## src/rtl/axi_master_mux.sv

```systemverilog
// axi_master_mux
// Multiplexes NM AXI4 masters onto one AXI4 slave port. The write and read
// paths each have their own arbiter and FSM, so one master may hold both
// grants at once. The grant index is prepended to the master ID on the way
// out. On the way back it routes the response to the current grant only.
// The grant is not taken from the returned ID bits. If those bits disagree
// with the grant, the sticky id_err flag is set.
//
// Ports
//   clock, reset     : rising-edge clock, asynchronous active-high reset
//   m_aw*/m_w*/m_b*  : per-master write channels, master i at slice i
//   m_ar*/m_r*       : per-master read channels, master i at slice i
//   s_aw*..s_r*      : single slave-side port, ID width SIDW = IDW+$clog2(NM)
//   id_err           : sticky, set when a response ID does not match the grant
//
// Configuration
//   AXI_MUX_RR_EN    : defined   -> round-robin arbiters with pointer registers
//                      undefined -> fixed priority, lowest index wins
module axi_master_mux #(
  parameter  int NM   = 3,
  parameter  int AW   = 32,
  parameter  int DW   = 64,
  parameter  int IDW  = 4,
  localparam int GW   = $clog2(NM),
  localparam int SIDW = IDW + GW
) (
  input  logic                  clock,
  input  logic                  reset,
  // master write address
  input  logic [NM-1:0]         m_awvalid,
  output logic [NM-1:0]         m_awready,
  input  logic [NM*IDW-1:0]     m_awid,
  input  logic [NM*AW-1:0]      m_awaddr,
  input  logic [NM*8-1:0]       m_awlen,
  input  logic [NM*3-1:0]       m_awsize,
  input  logic [NM*2-1:0]       m_awburst,
  // master write data
  input  logic [NM-1:0]         m_wvalid,
  output logic [NM-1:0]         m_wready,
  input  logic [NM*DW-1:0]      m_wdata,
  input  logic [NM*(DW/8)-1:0]  m_wstrb,
  input  logic [NM-1:0]         m_wlast,
  // master write response
  output logic [NM-1:0]         m_bvalid,
  input  logic [NM-1:0]         m_bready,
  output logic [NM*IDW-1:0]     m_bid,
  output logic [NM*2-1:0]       m_bresp,
  // master read address
  input  logic [NM-1:0]         m_arvalid,
  output logic [NM-1:0]         m_arready,
  input  logic [NM*IDW-1:0]     m_arid,
  input  logic [NM*AW-1:0]      m_araddr,
  input  logic [NM*8-1:0]       m_arlen,
  input  logic [NM*3-1:0]       m_arsize,
  input  logic [NM*2-1:0]       m_arburst,
  // master read data
  output logic [NM-1:0]         m_rvalid,
  input  logic [NM-1:0]         m_rready,
  output logic [NM*IDW-1:0]     m_rid,
  output logic [NM*DW-1:0]      m_rdata,
  output logic [NM*2-1:0]       m_rresp,
  output logic [NM-1:0]         m_rlast,
  // slave write address
  output logic                  s_awvalid,
  input  logic                  s_awready,
  output logic [SIDW-1:0]       s_awid,
  output logic [AW-1:0]         s_awaddr,
  output logic [7:0]            s_awlen,
  output logic [2:0]            s_awsize,
  output logic [1:0]            s_awburst,
  // slave write data
  output logic                  s_wvalid,
  input  logic                  s_wready,
  output logic [DW-1:0]         s_wdata,
  output logic [DW/8-1:0]       s_wstrb,
  output logic                  s_wlast,
  // slave write response
  input  logic                  s_bvalid,
  output logic                  s_bready,
  input  logic [SIDW-1:0]       s_bid,
  input  logic [1:0]            s_bresp,
  // slave read address
  output logic                  s_arvalid,
  input  logic                  s_arready,
  output logic [SIDW-1:0]       s_arid,
  output logic [AW-1:0]         s_araddr,
  output logic [7:0]            s_arlen,
  output logic [2:0]            s_arsize,
  output logic [1:0]            s_arburst,
  // slave read data
  input  logic                  s_rvalid,
  output logic                  s_rready,
  input  logic [SIDW-1:0]       s_rid,
  input  logic [DW-1:0]         s_rdata,
  input  logic [1:0]            s_rresp,
  input  logic                  s_rlast,
  // status
  output logic                  id_err
);

  typedef enum logic [1:0] {
    W_IDLE = 2'd0,
    W_ADDR = 2'd1,
    W_DATA = 2'd2,
    W_RESP = 2'd3
  } wstate_t;

  typedef enum logic [1:0] {
    R_IDLE = 2'd0,
    R_ADDR = 2'd1,
    R_DATA = 2'd2
  } rstate_t;

  wstate_t         w_state_r, w_next_s;
  rstate_t         r_state_r, r_next_s;
  logic [GW-1:0]   wg_r, rg_r;
  logic            w_done_s, r_done_s;
  logic            w_id_bad_s, r_id_bad_s;
  logic            id_err_r;

`ifdef AXI_MUX_RR_EN
  logic [GW-1:0]   wp_r, rp_r;

  // The search starts at ptr. The loop runs downwards so that the last hit is
  // the one nearest to ptr.
  function automatic logic [GW-1:0] arb_pick(input logic [NM-1:0] req,
                                             input logic [GW-1:0] ptr);
    logic [GW-1:0] res;
    int            idx;
    res = ptr;
    for (int k = NM - 1; k >= 0; k--) begin
      idx = (int'(ptr) + k) % NM;
      if (req[idx]) res = GW'(idx);
      else          res = res;
    end
    return res;
  endfunction

  function automatic logic [GW-1:0] ptr_next(input logic [GW-1:0] g);
    logic [GW-1:0] res;
    if (g == GW'(NM - 1)) res = {GW{1'b0}};
    else                  res = g + GW'(1);
    return res;
  endfunction
`else
  // Fixed priority. The loop runs downwards so that the lowest requesting
  // index is the last one written.
  function automatic logic [GW-1:0] arb_pick(input logic [NM-1:0] req);
    logic [GW-1:0] res;
    res = {GW{1'b0}};
    for (int i = NM - 1; i >= 0; i--) begin
      if (req[i]) res = GW'(i);
      else        res = res;
    end
    return res;
  endfunction
`endif

  // Slave-side payload follows the grant. A valid is driven only in the
  // state that owns the channel, so the payload outside that state is
  // harmless.
  assign s_awid    = {wg_r, m_awid[wg_r*IDW +: IDW]};
  assign s_awaddr  = m_awaddr[wg_r*AW +: AW];
  assign s_awlen   = m_awlen[wg_r*8 +: 8];
  assign s_awsize  = m_awsize[wg_r*3 +: 3];
  assign s_awburst = m_awburst[wg_r*2 +: 2];
  assign s_wdata   = m_wdata[wg_r*DW +: DW];
  assign s_wstrb   = m_wstrb[wg_r*(DW/8) +: (DW/8)];
  assign s_wlast   = m_wlast[wg_r];
  assign s_arid    = {rg_r, m_arid[rg_r*IDW +: IDW]};
  assign s_araddr  = m_araddr[rg_r*AW +: AW];
  assign s_arlen   = m_arlen[rg_r*8 +: 8];
  assign s_arsize  = m_arsize[rg_r*3 +: 3];
  assign s_arburst = m_arburst[rg_r*2 +: 2];
  assign id_err    = id_err_r;

  // Write FSM next state and channel routing
  always_comb begin
    w_next_s   = w_state_r;
    w_done_s   = 1'b0;
    w_id_bad_s = 1'b0;
    s_awvalid  = 1'b0;
    s_wvalid   = 1'b0;
    s_bready   = 1'b0;
    m_awready  = '0;
    m_wready   = '0;
    m_bvalid   = '0;
    m_bid      = '0;
    m_bresp    = '0;
    case (w_state_r)
      W_IDLE: begin
        if (|m_awvalid) w_next_s = W_ADDR;
        else            w_next_s = W_IDLE;
      end
      W_ADDR: begin
        s_awvalid       = m_awvalid[wg_r];
        m_awready[wg_r] = s_awready;
        if (m_awvalid[wg_r] && s_awready) w_next_s = W_DATA;
        else                              w_next_s = W_ADDR;
      end
      W_DATA: begin
        s_wvalid       = m_wvalid[wg_r];
        m_wready[wg_r] = s_wready;
        if (m_wvalid[wg_r] && s_wready && m_wlast[wg_r]) w_next_s = W_RESP;
        else                                             w_next_s = W_DATA;
      end
      W_RESP: begin
        m_bvalid[wg_r]            = s_bvalid;
        m_bid[wg_r*IDW +: IDW]    = s_bid[IDW-1:0];
        m_bresp[wg_r*2 +: 2]      = s_bresp;
        s_bready                  = m_bready[wg_r];
        w_id_bad_s                = s_bvalid && (s_bid[SIDW-1:IDW] != wg_r);
        w_done_s                  = s_bvalid && m_bready[wg_r];
        if (w_done_s) w_next_s = W_IDLE;
        else          w_next_s = W_RESP;
      end
      default: begin
        w_next_s = W_IDLE;
      end
    endcase
  end

  // Read FSM next state and channel routing
  always_comb begin
    r_next_s   = r_state_r;
    r_done_s   = 1'b0;
    r_id_bad_s = 1'b0;
    s_arvalid  = 1'b0;
    s_rready   = 1'b0;
    m_arready  = '0;
    m_rvalid   = '0;
    m_rid      = '0;
    m_rdata    = '0;
    m_rresp    = '0;
    m_rlast    = '0;
    case (r_state_r)
      R_IDLE: begin
        if (|m_arvalid) r_next_s = R_ADDR;
        else            r_next_s = R_IDLE;
      end
      R_ADDR: begin
        s_arvalid       = m_arvalid[rg_r];
        m_arready[rg_r] = s_arready;
        if (m_arvalid[rg_r] && s_arready) r_next_s = R_DATA;
        else                              r_next_s = R_ADDR;
      end
      R_DATA: begin
        m_rvalid[rg_r]          = s_rvalid;
        m_rid[rg_r*IDW +: IDW]  = s_rid[IDW-1:0];
        m_rdata[rg_r*DW +: DW]  = s_rdata;
        m_rresp[rg_r*2 +: 2]    = s_rresp;
        m_rlast[rg_r]           = s_rlast;
        s_rready                = m_rready[rg_r];
        r_id_bad_s              = s_rvalid && (s_rid[SIDW-1:IDW] != rg_r);
        r_done_s                = s_rvalid && m_rready[rg_r] && s_rlast;
        if (r_done_s) r_next_s = R_IDLE;
        else          r_next_s = R_DATA;
      end
      default: begin
        r_next_s = R_IDLE;
      end
    endcase
  end

  // Write state, grant capture in W_IDLE, and the optional RR pointer
  always_ff @(posedge clock or posedge reset) begin
    if (reset) begin
      w_state_r <= W_IDLE;
      wg_r      <= {GW{1'b0}};
`ifdef AXI_MUX_RR_EN
      wp_r      <= {GW{1'b0}};
`endif
    end else begin
      w_state_r <= w_next_s;
`ifdef AXI_MUX_RR_EN
      if (w_state_r == W_IDLE && |m_awvalid) wg_r <= arb_pick(m_awvalid, wp_r);
      else                                   wg_r <= wg_r;
      if (w_done_s) wp_r <= ptr_next(wg_r);
      else          wp_r <= wp_r;
`else
      if (w_state_r == W_IDLE && |m_awvalid) wg_r <= arb_pick(m_awvalid);
      else                                   wg_r <= wg_r;
`endif
    end
  end

  // Read state, grant capture in R_IDLE, and the optional RR pointer
  always_ff @(posedge clock or posedge reset) begin
    if (reset) begin
      r_state_r <= R_IDLE;
      rg_r      <= {GW{1'b0}};
`ifdef AXI_MUX_RR_EN
      rp_r      <= {GW{1'b0}};
`endif
    end else begin
      r_state_r <= r_next_s;
`ifdef AXI_MUX_RR_EN
      if (r_state_r == R_IDLE && |m_arvalid) rg_r <= arb_pick(m_arvalid, rp_r);
      else                                   rg_r <= rg_r;
      if (r_done_s) rp_r <= ptr_next(rg_r);
      else          rp_r <= rp_r;
`else
      if (r_state_r == R_IDLE && |m_arvalid) rg_r <= arb_pick(m_arvalid);
      else                                   rg_r <= rg_r;
`endif
    end
  end

  // Sticky response-ID mismatch flag, cleared only by reset
  always_ff @(posedge clock or posedge reset) begin
    if (reset) begin
      id_err_r <= 1'b0;
    end else if (w_id_bad_s || r_id_bad_s) begin
      id_err_r <= 1'b1;
    end else begin
      id_err_r <= id_err_r;
    end
  end

endmodule

```

## config.mk

```make
export PLATFORM = sky130hd
export DESIGN_NAME = axi_master_mux
export DESIGN_NICKNAME = d
export VERILOG_FILES = /design/src/rtl/axi_master_mux.sv
export SDC_FILE = /design/constraint.sdc
export NUM_CORES = 1
export LEC_CHECK = 0
export BUFFER_PORTS_ARGS = -buffer_cell sky130_fd_sc_hd__buf_2
export CORE_AREA = 2 2 411 413
export DETAILED_ROUTE_END_ITERATION = 12
export DIE_AREA = 0 0 413 415
export SYNTH_ARGS = -nofsm -noshare
export SYNTH_HDL_FRONTEND = slang
export SYNTH_SLANG_ARGS = --single-unit
export TNS_END_PERCENT = 50
```

## constraint.sdc

```tcl
create_clock -name clock -period 3.9 [get_ports clock]
set_clock_uncertainty 0.05 [all_clocks]
set_input_delay 0.975 -clock clock [delete_from_list [all_inputs] [get_ports clock]]
set_output_delay 0.975 -clock clock [all_outputs]
set_load 0.01 [all_outputs]
```

==> results of run 1 <==
## area by class of cell
cell class              count  area (um^2)
clock buffers               4         78.8
flip-flops and latches      9          238
repair buffers           1071         5560
inverters                   8         30.0
multi-input cells         842         5390
well taps                2204         2760
fillers                 19947       152000
diodes                     43          108
## power breakdown
part / switching (mW) / internal, mW / total [mW] / leakage, nW
Sequential: 0.106 / 0.143 / 0.249 / 0.101
Combinational: 5.49 / 2.06 / 7.55 / 7.01
Clock: 0.105 / 0.140 / 0.246 / 0.0384
## how the worst max path moves through the flow
stage	slack, ps	endpoint	depth (start not counted)	startpoint
floorplan	690	m_rdata[128]	9	rg_r[0]
global placement	610	s_wdata[56]	5	m_wdata[56]
detailed placement	610	s_wdata[56]	5	m_wdata[184]
CTS	360	s_arvalid	7	rg_r[0]
global route	340	s_awsize[0]	5	wg_r[1]
finish	480	s_wdata[2]	5	wg_r[1]
## placed cells by master (no fill, tap or decap), types with 5 or more instances in the layout
master and n:
buf_4 19, nand2_1 183, nor2_1 5, and3_1 14
dfrtp_1 5, a21oi_1 5, mux2i_1 173, and2_1 237
buf_12 10, o21ai_0 171, diode_2 43, ha_1 8
inv_1 8, buf_2 1042
## metal layers
metal	global-route usage, %	up-vias	share of wire (%)
met3	3.44	121	8.1
li1	-	5207	-
met5	0	-	0.055
met1	17.6	5554	42
met2	23.2	884	47
met4	3.12	12	2.4
## per-stage QoR
step                      cells  utilization [%]  total power, mW  hold slack [ps]
after floorplan             940                -             3.05              457
after global placement     4134             8.39             8.29              404
after detailed placement   4134             8.39             8.27              425
after CTS                  4138             8.43             8.56              448
after global routing       4153             8.46             8.56              482
final                      4181             8.50             8.05              448
## sequential cells by signal (all words and copies together), names as in the netlist
| signal | flops |
|---|---|
| rg_r | 2 |
| w_state_r | 2 |
| wg_r | 2 |
| id_err | 1 |
| r_state_r | 2 |
## tightest hold or removal path, cell delays in order (launching register included)
cell and delay [ps]:
dfrtp_1 350, a31oi_1 50, nand2_1 60
## logic make-up (layout without fill, tap and decap cells)
family / count (synthesis) / in the layout / synth area share (%)
muxes: 175 / 175 / 28.9
other: 0 / 43 / 0
DFF: 9 / 9 / 3.71
xor gates and xnor gates: 4 / 4 / 0.577
buffers and inverters: 89 / 1083 / 7.83
AOI/OAI and AO/OA: 194 / 194 / 16.7
adders and majority gates: 8 / 8 / 1.65
and+or+nand+nor: 461 / 461 / 40.6
==> impl_metrics.json, run 1 <==
{
  "run_status": "finished clean",
  "ys_top_cells_by_count": "and2_1 (237), nand2_1 (183), mux2i_1 (173)",
  "cts_tree": "built",
  "synth_top_cell_area_share_pct": 28.5,
  "routed_wl_mm": 125,
  "drive_gt1_share_pct": 56.3,
  "fmax_mhz": 292,
  "grt_start_max_net_pins": 73,
  "r2r_cells": 6,
  "core-area_um2": 167000,
  "slew_viol_final": 0,
  "gp_congestion": 1.07,
  "cp_num_buf_inv": 3,
  "start_util_pct": 3.64,
  "r2r_end": "w_state_r[0]",
  "synth.most_common_cell": "and2_1",
  "r2r-start": "wg_r[1]",
  "synth_area_um2": 6070,
  "cts_sinks": 9,
  "grt_pass1_vias": 10683,
  "placed_area_um2": 14000,
  "viasPerCell": 2.82,
  "hold_depth": 2,
  "hold_path_class": "flip-flop to flip-flop",
  "cts_resized": 0,
  "rrSetupSlack_ps": 1540,
  "grt_pass1_wl_mm": 146,
  "final-setup-viol-count": 0,
  "synth_edf_count": 0,
  "peakVddDrop_mv": 0.374,
  "dieArea_um2": 171000,
  "clockBufferDepth": 2,
  "synth_cell_type_count": 45,
  "cp_top_family": "buffers and inverters",
  "post_cts_buffers": 0,
  "period_share_pct": 87.8,
  "rsz0062_at_grt": "no",
  "tns_ps": 0,
  "max_slew_margin_pct": 37.2,
  "num_vias": 11778,
  "grt_usage_pct": 13.8,
  "die_h_um": 415,
  "place_hpwl_mm": 116,
  "synth.area.top_cells": "mux2i_1 (29%), and2_1 (24%), o21ai_0 (14%)",
  "p_leak_nw": 7.15,
  "io-pin-count": 1043,
  "worstSetupPathType": "flip-flop to output pin",
  "ys_seq_elements": 9,
  "syn-instance-count": 940,
  "gr-total-overflow": 0,
  "layout_setup_ws_ps": 475,
  "crit_path_max_incr_delay_ps": 570,
  "critical_path_arrival_ps": 2400,
  "syn-num-nets": 1564,
  "htree_levels": 1,
  "fp.dieW_um": 413,
  "ant_nets": 0,
  "min_to": "id_err",
  "ys_warn_count": 0,
  "syn_area_per_cell_um2": 6.46,
  "dp_slack_ps": 615,
  "drc": 0,
  "fin_area_um2": 14200,
  "wire_per_inst_um": 29.8,
  "synth_area_leader_cell": "mux2i_1",
  "tightest_slew_ps": 940,
  "place.port_buffers": 1042,
  "drtIter0Drc": 1038,
  "cp-start-kind": "flip-flop",
  "cp-end-kind": "output pin",
  "maxCapViolations": 0,
  "area_delta_synth_final_pct": 133,
  "dr.pass1.iters": 5,
  "finalNetCount": 2559,
  "root_buffer": "clkbuf_16",
  "clk_latency_ps": 290,
  "path_cells": "buf_12 -> buf_4 -> mux2i_1 -> o21ai_0 -> buf_2",
  "finalHoldViolations": 0,
  "placementRows": 150,
  "crit_fanout": 37,
  "holdCritStartpoint": "id_err",
  "crit_required_ps": 2870,
  "cts_buffers": 3,
  "synthFlopType": "dfrtp_1",
  "ys_seq_area_share_pct": 3.71,
  "ctsHoldBuffers": 0,
  "powerDensity_nw_per_um2": 568,
  "async_flop_share_pct": 100,
  "fin_crit_ps": 3420,
  "antenna_found_initial": 116,
  "critPathSlowestCell": "dfrtp_4",
  "clkTransAtPathRegs_ps": 70
}
Note: power is estimated with default switching activity, not from simulation.
==> inputs of run 2 (changes only) <==
--- a/config.mk
+++ b/config.mk
@@ -6,9 +6,12 @@
 export NUM_CORES = 1
 export LEC_CHECK = 0
 export BUFFER_PORTS_ARGS = -buffer_cell sky130_fd_sc_hd__buf_2
-export CORE_AREA = 2 2 411 413
+export CELL_PAD_IN_SITES_DETAIL_PLACEMENT = 1
+export CELL_PAD_IN_SITES_GLOBAL_PLACEMENT = 1
+export CORE_AREA = 2 2 401 403
 export DETAILED_ROUTE_END_ITERATION = 12
-export DIE_AREA = 0 0 413 415
+export DIE_AREA = 0 0 403 405
+export PLACE_DENSITY_LB_ADDON = 0.1
 export SYNTH_ARGS = -nofsm -noshare
 export SYNTH_HDL_FRONTEND = slang
 export SYNTH_SLANG_ARGS = --single-unit
==> impl_metrics.json, run 2 (synthesis results as in run 1) <==
{
  "run_status": "finished clean",
  "tns_ps": 0,
  "r2r_end": "id_err",
  "antenna_found_initial": 52,
  "cts_buffers": 3,
  "p_total_mw": 6.17,
  "drtIter0Drc": 425,
  "dr_wl_met2_mm": 46.1,
  "cp.depth": 8,
  "finalHoldViolations": 0,
  "r2r-start": "wg_r[0]",
  "drive_gt1_share_pct": 56.2,
  "final_common_cell": "buf_2",
  "powerDensity_nw_per_um2": 444,
  "root_buffer": "clkbuf_16",
  "max_slew_margin_pct": 49.9,
  "crit_path_end": "m_rdata[89]",
  "period_share_pct": 85.8,
  "grt_usage_pct": 9.54,
  "wire_per_inst_um": 20.8,
  "hold_ws_ps": 445,
  "finalNetCount": 2555,
  "fin_area_um2": 13900,
  "layout_common_cells": "buf_2 (1042), and2_1 (237), nand2_1 (183)",
  "final-setup-viol-count": 0,
  "gr-total-overflow": 0,
  "multi_input_area_um2": 5390,
  "cts_sinks": 9,
  "drc": 0,
  "num_vias": 10987,
  "placed_area_um2": 13800,
  "cts_tree": "built",
  "worstSetupPathType": "flip-flop to output pin",
  "wl_met1_mm": 29.7,
  "routed_wl_mm": 83.9,
  "place.port_buffers": 1042,
  "critPathSlowestCell": "dfrtp_4",
  "dieArea_um2": 163000,
  "clockBufferDepth": 2,
  "critical_path_arrival_ps": 2320,
  "cp-start-kind": "flip-flop",
  "fp.dieW_um": 403,
  "tightest_slew_ps": 730,
  "crit_path_max_incr_delay_ps": 440,
  "cp_num_buf_inv": 3,
  "cp_top_family": "simple AND/OR/NAND/NOR gates",
  "grt_start_max_net_pins": 78,
  "cp-end-kind": "output pin",
  "hold_path_class": "flip-flop to flip-flop",
  "maxCapViolations": 0,
  "clk_latency_ps": 260,
  "clkTransAtPathRegs_ps": 60,
  "gp_congestion": 0.823,
  "r2r_cells": 6,
  "viasPerCell": 2.73,
  "dr.pass1.iters": 4,
  "core-area_um2": 159000,
  "crit_path_start": "rg_r[1]",
  "start_util_pct": 3.81,
  "p_leak_nw": 7.13,
  "rrSetupSlack_ps": 1620,
  "fmax_mhz": 299,
  "path_cells": "inv_1 -> ha_1 -> and2b_1 -> nand3_1 -> nor2_4 -> buf_4 -> and2_1 -> buf_2",
  "rsz0062_at_grt": "no",
  "post_cts_buffers": 0,
  "area_delta_synth_final_pct": 129,
  "regArea_um2": 238,
  "fillers": 19483,
  "cts_resized": 0,
  "crit_fanout": 18,
  "slew_viol_final": 0,
  "crit_required_ps": 2870,
  "top_layer_used": "met5",
  "placementRows": 147,
  "die_h_um": 405,
  "wl_met3_mm": 6.57,
  "io-pin-count": 1043,
  "peakVddDrop_mv": 0.257,
  "fin_crit_ps": 3350,
  "grt_pass1_wl_mm": 107,
  "place_hpwl_mm": 75.1,
  "grt_pass1_vias": 11904,
  "htree_levels": 1,
  "ctsHoldBuffers": 0,
  "ant_nets": 0
}
[run 2: worst min-delay path, stage by stage, from the launching register on]
cell	delay, ps
dfrtp_1	350
a31oi_1	60
nand2_1	60
[run 2: how the worst min path moves through the flow]
| stage | from | end | slack [ps] | cells past startpoint |
|---|---|---|---|---|
| after floorplan | id_err | id_err | 460 | 2 |
| after global routing | id_err | id_err | 510 | 2 |
| after CTS | id_err | id_err | 460 | 2 |
| after global placement | id_err | id_err | 430 | 2 |
| after detailed placement | id_err | id_err | 440 | 2 |
| final | id_err | id_err | 440 | 2 |
[run 2: stage by stage]
step | cells | setup WS (ps) | util (%)
2_1_floorplan | 940 | 694 | -
3_3_place_gp | 4012 | 716 | 8.65
3_5_place_dp | 4012 | 724 | 8.65
4_1_cts | 4016 | 470 | 8.70
5_1_grt | 4022 | 420 | 8.71
6_report | 4030 | 553 | 8.72
[run 2: cell type report]
cell class / count / share of cell area [%]
Antenna cell: 14 / 0.252
Multi-Input combinational cell: 842 / 38.8
Sequential cell: 9 / 1.71
Tap cell: 2086 / 18.8
Clock buffer: 4 / 0.568
Inverter: 8 / 0.216
Timing Repair Buffer: 1067 / 39.6
[run 2: metal layers]
layer	track usage, %	up-vias
li1	-	5171
met1	9.68	5144
met2	18.8	515
met3	3.36	99
met4	1.39	58
met5	0	-
[run 2: report_power, final]
part           leakage [nW]  total [mW]  switching (mW)  internal, mW
combinational          6.99        5.72            3.69          2.02
sequential            0.101       0.241          0.0973         0.143
clock                0.0382       0.216          0.0763         0.139
total                  7.13        6.17            3.87          2.30
==> inputs of run 3 (changes only) <==
--- a/config.mk
+++ b/config.mk
@@ -11,6 +11,7 @@
 export CORE_AREA = 2 2 401 403
 export DETAILED_ROUTE_END_ITERATION = 12
 export DIE_AREA = 0 0 403 405
+export MAX_ROUTING_LAYER = met4
 export PLACE_DENSITY_LB_ADDON = 0.1
 export SYNTH_ARGS = -nofsm -noshare
 export SYNTH_HDL_FRONTEND = slang
==> impl_metrics.json, run 3 (synthesis results as in run 1) <==
{
  "cp_num_buf_inv": 3,
  "grt_usage_pct": 9.82,
  "placementRows": 147,
  "slew_viol_final": 0,
  "switching_share_pct": 62.7,
  "placed_area_um2": 13800,
  "wire_per_inst_um": 20.7,
  "cp-end-kind": "output pin",
  "multi_input_area_um2": 5390,
  "max_slew_margin_pct": 39.7,
  "p_leak_nw": 7.13,
  "layout_common_cells": "buf_2 (1042), and2_1 (237), nand2_1 (183)",
  "maxCapViolations": 0,
  "post_cts_buffers": 0,
  "antenna_found_initial": 47,
  "period_share_pct": 85.7,
  "dr_wl_met2_mm": 45.9,
  "finalHoldViolations": 0,
  "rrSetupSlack_ps": 1620,
  "powerDensity_nw_per_um2": 443,
  "dieArea_um2": 163000,
  "num_vias": 10943,
  "fin_util_pct": 8.76,
  "clkTransAtPathRegs_ps": 60,
  "tns_ps": 0,
  "cts_buffers": 3,
  "clockBufferDepth": 2,
  "io-pin-count": 1043,
  "drc": 0,
  "fp.dieW_um": 403,
  "grt_pass1_vias": 11927,
  "hold_path_class": "flip-flop to flip-flop",
  "ctsHoldBuffers": 0,
  "crit_path_max_incr_delay_ps": 440,
  "cp_top_family": "simple AND/OR/NAND/NOR gates",
  "core-area_um2": 159000,
  "grt_start_max_net_pins": 78,
  "top_layer_used": "met4",
  "start_util_pct": 3.81,
  "area_delta_synth_final_pct": 130,
  "fin_area_um2": 14000,
  "cts_tree": "built",
  "gp_congestion": 0.835,
  "ant_nets": 0,
  "routed_wl_mm": 83.9,
  "drive_gt1_share_pct": 56.2,
  "clk_latency_ps": 260,
  "viasPerCell": 2.70,
  "p_sw_mw": 3.87,
  "peakVddDrop_mv": 0.257,
  "grt_pass1_wl_mm": 107,
  "gr-total-overflow": 0,
  "tightest_slew_ps": 895,
  "wl_met1_mm": 30.6,
  "die_h_um": 405,
  "critical_path_arrival_ps": 2320,
  "p_total_mw": 6.18,
  "final-setup-viol-count": 0,
  "drtIter0Drc": 410,
  "layout_setup_ws_ps": 557,
  "run_status": "finished clean",
  "wl_met3_mm": 6.21,
  "finalNetCount": 2555,
  "dp_slack_ps": 724,
  "regArea_um2": 238,
  "fmax_mhz": 299,
  "place.port_buffers": 1042,
  "cts_sinks": 9,
  "final_common_cell": "buf_2",
  "place_hpwl_mm": 75.1,
  "intPower_mw": 2.30,
  "rsz0062_at_grt": "no",
  "fin_crit_ps": 3340,
  "clockPowerShare_pct": 3.5,
  "htree_levels": 1,
  "crit_required_ps": 2870,
  "dr.pass1.iters": 4,
  "cts_resized": 0,
  "fillers": 19497,
  "critPathSlowestCell": "dfrtp_4",
  "crit_fanout": 18,
  "seqPwrFrac_pct": 3.9,
  "worstSetupPathType": "flip-flop to output pin",
  "power_frac_comb_pct": 92.6,
  "path_cells": "inv_1 -> ha_1 -> and2b_1 -> nand3_1 -> nor2_4 -> buf_4 -> and2_1 -> buf_2",
  "cp-start-kind": "flip-flop",
  "root_buffer": "clkbuf_16"
}
==> run 3: changes by cell type in the layout (fill, tap and decap cells not counted), sizes merged <==
cell	delta
diode	+27
==> run 3: tightest hold or removal path: cells and delay by family, from the launching register on <==
family / cells / cell delay [ps]
AOI/OAI and AO/OA: 1 / 60
DFF: 1 / 350
and+or+nand+nor: 1 / 60
==> run 3: worst paths after layout <==
kind | from | end | cells after the start
setup / recovery | rg_r[1] | m_rdata[89] | 8
hold / removal | id_err | id_err | 2
setup reg to reg | wg_r[0] | id_err | 6
hold reg to reg | id_err | id_err | 2
max in group asynchronous | reset | wg_r[1] | 2
min in group asynchronous | reset | rg_r[1] | 2
==> run 3: per-stage QoR <==
stage / std cells / hold WS (ps)
3_5_place_dp: 4012 / 443
4_1_cts: 4016 / 465
2_1_floorplan: 940 / 457
6_report: 4057 / 445
5_1_grt: 4049 / 509
3_3_place_gp: 4012 / 429
==> run 3: area by class of cell <==
| cell class | instances | share of cell area, % |
|---|---|---|
| inverters | 8 | 0.215 |
| diodes | 41 | 0.735 |
| clock buffers | 4 | 0.565 |
| multi-input cells | 842 | 38.6 |
| repair buffers | 1067 | 39.4 |
| flip-flops and latches | 9 | 1.70 |
| well taps | 2086 | 18.7 |
==> run 3: power by group through the flow <==
stage | Clock [mW] | Sequential [mW] | Combinational (mW)
2_1_floorplan | 0 | 0.197 | 2.85
3_3_place_gp | 0 | 0.244 | 6.02
3_5_place_dp | 0 | 0.245 | 6.03
4_1_cts | 0.241 | 0.243 | 6.05
5_1_grt | 0.240 | 0.252 | 6.24
6_report | 0.216 | 0.239 | 5.72
==> run 3: per-layer routing <==
metal	GRT usage, %	vias to the layer above
met5	-	-
met1	9.81	5177
li1	-	5214
met3	3.19	46
met2	18.8	506
met4	1.41	0
